`src/rtl/counter_for_dynamic_lighting_pkg.sv`:
```
// rtl/counter_for_dynamic_lighting_pkg.sv - shared display constants and divider helper
package counter_for_dynamic_lighting_pkg;

    localparam int MAX_DIGITS  = 4;
    localparam int SEL_W       = 2;
    localparam int CLK_FREQ_HZ = 40_000_000;

    // Clock cycles per digit step for a wanted per-digit rate, never below 1.
    function automatic int calc_div_count(input int clk_hz, input int step_hz);
        int div;
        div = (step_hz > 0) ? (clk_hz / step_hz) : 1;
        return (div < 1) ? 1 : div;
    endfunction

endpackage

```
`src/rtl/counter_for_dynamic_lighting_prescaler_tick.sv`:
```
// rtl/counter_for_dynamic_lighting_prescaler_tick.sv - modulo-N counter with terminal-count strobe
module counter_for_dynamic_lighting_prescaler_tick #(
    parameter int N = 40000
) (
    input  logic clk,
    input  logic rst,
    output logic tc
);

    localparam int W = (N > 1) ? $clog2(N) : 1;

    logic [W-1:0] cnt_q;
    logic [W-1:0] cnt_d;

    // tc is combinational so the owner can register its step in the same edge as the wrap.
    always_comb begin
        tc    = (cnt_q == W'(N - 1));
        cnt_d = tc ? '0 : cnt_q + W'(1);
    end

    always_ff @(posedge clk) begin
        if (rst) begin
            cnt_q <= '0;
        end else begin
            cnt_q <= cnt_d;
        end
    end

endmodule

```
`src/rtl/counter_for_dynamic_lighting.sv`:
```
// rtl/counter_for_dynamic_lighting.sv - digit-scan index, step strobe and anode decode
module counter_for_dynamic_lighting
    import counter_for_dynamic_lighting_pkg::*;
#(
    parameter int DIV_COUNT        = 40000,
    parameter int DIGITS           = 4,
    parameter bit ANODE_ACTIVE_LOW = 1'b1
) (
    input  logic                  CLK,
    input  logic                  RST,
    output logic [SEL_W-1:0]      S_CLK,
    output logic [MAX_DIGITS-1:0] ANODE,
    output logic                  TICK
);

    localparam logic [SEL_W-1:0] LAST_SEL = SEL_W'(DIGITS - 1);

    logic                  step;
    logic [SEL_W-1:0]      s_clk_q;
    logic [SEL_W-1:0]      s_clk_d;
    logic                  tick_q;
    logic                  tick_d;
    logic [MAX_DIGITS-1:0] anode_hi;

    counter_for_dynamic_lighting_prescaler_tick #(
        .N (DIV_COUNT)
    ) u_prescaler (
        .clk (CLK),
        .rst (RST),
        .tc  (step)
    );

    // '>=' rather than '==' so an unreachable out-of-range index falls back to 0.
    always_comb begin
        s_clk_d = s_clk_q;
        tick_d  = step;
        if (step) begin
            s_clk_d = (s_clk_q >= LAST_SEL) ? '0 : s_clk_q + SEL_W'(1);
        end
    end

    always_ff @(posedge CLK) begin
        if (RST) begin
            s_clk_q <= '0;
            tick_q  <= 1'b0;
        end else begin
            s_clk_q <= s_clk_d;
            tick_q  <= tick_d;
        end
    end

    always_comb begin
        anode_hi = '0;
        if (s_clk_q <= LAST_SEL) begin
            anode_hi[s_clk_q] = 1'b1;
        end
    end

    assign S_CLK = s_clk_q;
    assign TICK  = tick_q;
    assign ANODE = ANODE_ACTIVE_LOW ? ~anode_hi : anode_hi;

endmodule

```
`config.mk`:
```
export PLATFORM = sky130hd
export DESIGN_NAME = counter_for_dynamic_lighting
export DESIGN_NICKNAME = d
export VERILOG_FILES = /design/src/rtl/counter_for_dynamic_lighting_pkg.sv /design/src/rtl/counter_for_dynamic_lighting_prescaler_tick.sv /design/src/rtl/counter_for_dynamic_lighting.sv
export SDC_FILE = /design/constraint.sdc
export NUM_CORES = 1
export LEC_CHECK = 0
export ABC_CLOCK_PERIOD_IN_PS = 3900
export BUFFER_PORTS_ARGS = -buffer_cell sky130_fd_sc_hd__buf_2
export CELL_PAD_IN_SITES_DETAIL_PLACEMENT = 0
export CELL_PAD_IN_SITES_GLOBAL_PLACEMENT = 1
export CORE_UTILIZATION = 45
export CTS_CLUSTER_DIAMETER = 40
export DETAILED_ROUTE_END_ITERATION = 8
export PLACE_DENSITY = 0.89
export REMOVE_ABC_BUFFERS = 1
export SLEW_MARGIN = 20
export SYNTH_ARGS = -nofsm -noshare
export SYNTH_HDL_FRONTEND = slang
export SYNTH_SLANG_ARGS = --single-unit
```
`constraint.sdc`:
```
create_clock -name CLK -period 3.9 [get_ports CLK]
set_input_delay 0.585 -clock CLK [delete_from_list [all_inputs] [get_ports CLK]]
set_output_delay 0.585 -clock CLK [all_outputs]
set_load 0.1 [all_outputs]
```
==> impl_metrics.csv <==
group,metric,value,unit
worst_setup_path,worstSetupEndpointType,"output pin",
clocking,root_buffer,"clkbuf_4",
grt,grt-ovfl-total,0,
pwr,combPwrFrac,2.8,%
synthesis,syn_area,885.9,sq um
grt,antenna_found_initial,0,
route,viasPerCell,5.125,
pwr,p_per_area,313.2,nW/um^2
floorplanning,die_area,2150,sq um
floorplanning,start_util,49.68,%
route,ant_nets,0,
worst_setup_path,critPathLaunch,"S_CLK[0]$_SDFFE_PP0N_",
worst_setup_path,cp_cell_sequence,"inv_1, ha_1, inv_1, buf_2",
timing,finalSetupViolations,0,
run,maxCapViolations,0,
timing,clock_skew,0.001150,ns
pwr,irDropWorstVdd,0.2339,mV
timing,slew-limit-headroom,64.20,%
placement,port_buffers,8,
synthesis,synth.distinct_cells,19,
clocking,numCtsBuffers,3,
worst_setup_path,critPathRequiredTime,3.31,ns
timing,min_period_over_period,52.54,%
grt,grt_first_pass_wirelength,2449,um
floorplanning,coreArea,1783,sq um
placement,dp_hpwl,1086,um
hold_path,hold_start,"u_prescaler.cnt_q[0]$_SDFF_PP0_",
grt,grtUsageTotal,16.40,%
clocking,clk_latency,0.29,ns
clocking,h-tree-depth,1,
grt,grt_max_degree,16,
synthesis,synth.avg_cell_area,8.859,sq um
placement,dpl_cell_area,945.9,sq um
worst_setup_path,critical_path_class,"reg -> out",
pwr,p_switching,0.06451,mW
synthesis,synthArstFlopShare,0,%
synthesis,ys.flop_type,"dfxtp_1",
clocking,cts.hold.buffers_added,0,
floorplanning,rows,15,
pwr,p_seq_share,65.3,%
synthesis,synthTopCellsByCount,"20 x nor2_1, 19 x dfxtp_1, 13 x xnor2_1, 10 x inv_1",
floorplanning,ios,9,
floorplanning,dieWidth,46.37,um
route,wl,1471,um
worst_setup_path,cp_max_fo,5,
synthesis,synth.most_common_cell,"nor2_1",
synthesis,synth_area_leader_cell,"dfxtp_1",
route,vias,697,
cells_and_area,layout.nets,119,
clocking,postCtsSetupBuffers,0,
pwr,power,0.3044,mW
placement,gp_congestion,0.8080,
timing,rsz0062_at_grt,"no",
floorplanning,die_height,46.37,um
timing,tightest_slew,0.5320,ns
hold_path,hold_class,"reg -> reg",
synthesis,yosysWarnings,0,
placement,placed_cells,132,
synthesis,synth_area_leaders,"dfxtp_1 43%, xnor2_1 13%, nor2_1 8.5%, ha_1 7.1%, inv_1 4.2%",
timing,max_freq,488.0,MHz
pwr,leakagePower,0.3290,nW
clocking,cts_buffer_depth,2,
worst_setup_path,critPathMaxStageDelay,0.41,ns
route,drt-initial-drc-count,6,
grt,grt_busiest_layer,"met2",
grt,grt_use_met2,29.17,%
clocking,clk_pin_slew_worst_paths,0.10,ns
cells_and_area,area_growth,9.746,%
clocking,cts_tree,"yes",
grt,grt_pass1_vias,611,
route,routedWlPerCell,10.82,um
pwr,clkPwrFrac,31.9,%
cells_and_area,n_fill_cell,180,
worst_setup_path,startpoint_type,"register",
grt,grt_use_met1,17.70,%
run_status,outcome,"complete, no violations",
timing,fin_tns_setup,0,ns
synthesis,synthCells,100,
route,remaining_drc_errors,0,
synthesis,ys_seq_elements,19,
route,drt_pass1_iterations,4,
worst_setup_path,cp.arrival,1.46,ns
pwr,p_int,0.2399,mW
synthesis,yosysSeqAreaShare,42.94,%
synthesis,synth_top_area_share,42.94,%
cells_and_area,final_cells,136,
timing,hold_violations,0,
grt,met3_usage,2.353,%
cells_and_area,antenna-diode-count,0,
synthesis,synth-edff-count,0,
worst_setup_path,crit_path_top_delay_cell,"dfxtp_1",
worst_setup_path,r2r_start,"u_prescaler.cnt_q[0]$_SDFF_PP0_",
pwr,swShare,21.19,%
timing,period_needed,2.049,ns
cells_and_area,layout-drive-gt1-share,13.51,%
clocking,cts.sinks,19,
cells_and_area,final_core_util,54.53,%
timing,slew_violations,0,
worst_setup_path,path_common_cell,"inv_1",
clocking,cts_resized,0,
cells_and_area,final_area,972.2,sq um
-- per-stage QoR --
step / setup slack (ns) / hold slack [ns]
final: 1.851 / 0.4684
after global placement: 2.217 / 0.4438
after global routing: 1.740 / 0.4934
after floorplan: 1.311 / 0.4295
after detailed placement: 2.166 / 0.4509
after CTS: 1.831 / 0.4751
-- cells in the final DEF, fill, tap and decap left out, drive strengths merged --
master,count
nor2,20
or3,1
clkbuf,4
xnor2,13
nand4,4
nand2,3
o21ai,2
or4,1
a21oi,2
a21o,1
buf,8
nand3,6
nor3,4
inv,10
nor4,6
dfxtp,19
or4b,1
ha,5
xor2,1
-- sequential cells by signal, indices dropped and copies added (netlist names) --
signal / cells
TICK: 1
S_CLK: 2
u_prescaler.cnt_q: 16
-- logic make-up (layout without fill, tap and decap cells) --
kind of cell / count (synthesis) / count (layout) / share of synthesized area, %
AND/OR/NAND/NOR: 46 / 46 / 26.69
AO/OA/AOI/OAI: 5 / 5 / 3.954
flip-flops: 19 / 19 / 42.94
adder cells (fa/ha/maj): 5 / 5 / 7.062
buffers and inverters: 11 / 22 / 5.509
XOR/XNOR: 14 / 14 / 13.84
-- power groups by stage --
stage	clock network, mW	logic [mW]	registers [mW]
3_3_place_gp	0	0.00857	0.203
5_1_grt	0.107	0.0102	0.199
4_1_cts	0.100	0.00861	0.199
2_1_floorplan	0	0.00624	0.203
3_5_place_dp	0	0.00859	0.203
6_report	0.0971	0.00845	0.199
-- area by class of cell --
class	instances	area [sq um]	area share [%]
tap	25	31.28	3.218
multi-input combinational	70	456.7	46.98
timing repair buffer	8	40.04	4.118
inverter	10	37.54	3.861
sequential	19	380.4	39.12
clock buffer	4	26.28	2.703
-- critical path: cells and delay by family (launching register included) --
family	cells	cell delay, ns
adders and majority gates	1	0.21
DFF	1	0.41
buffers and inverters	3	0.55
-- routing by layer --
layer  up-vias  wire (um)
li1        358          -
met4         0         41
met1       320        683
met2        15        694
met3         4         51
met5         -          0
-- final timing paths --
check                                                        to  slack, ns  cells after the start
worst min register to register  u_prescaler.cnt_q[0]$_SDFF_PP0_       0.47                      1
worst max-delay path                                   ANODE[2]       1.85                      4
worst max register to register            S_CLK[1]$_SDFFE_PP0N_       2.22                      5
worst min-delay path            u_prescaler.cnt_q[0]$_SDFF_PP0_       0.47                      1
(Power assumes the default switching activity.)
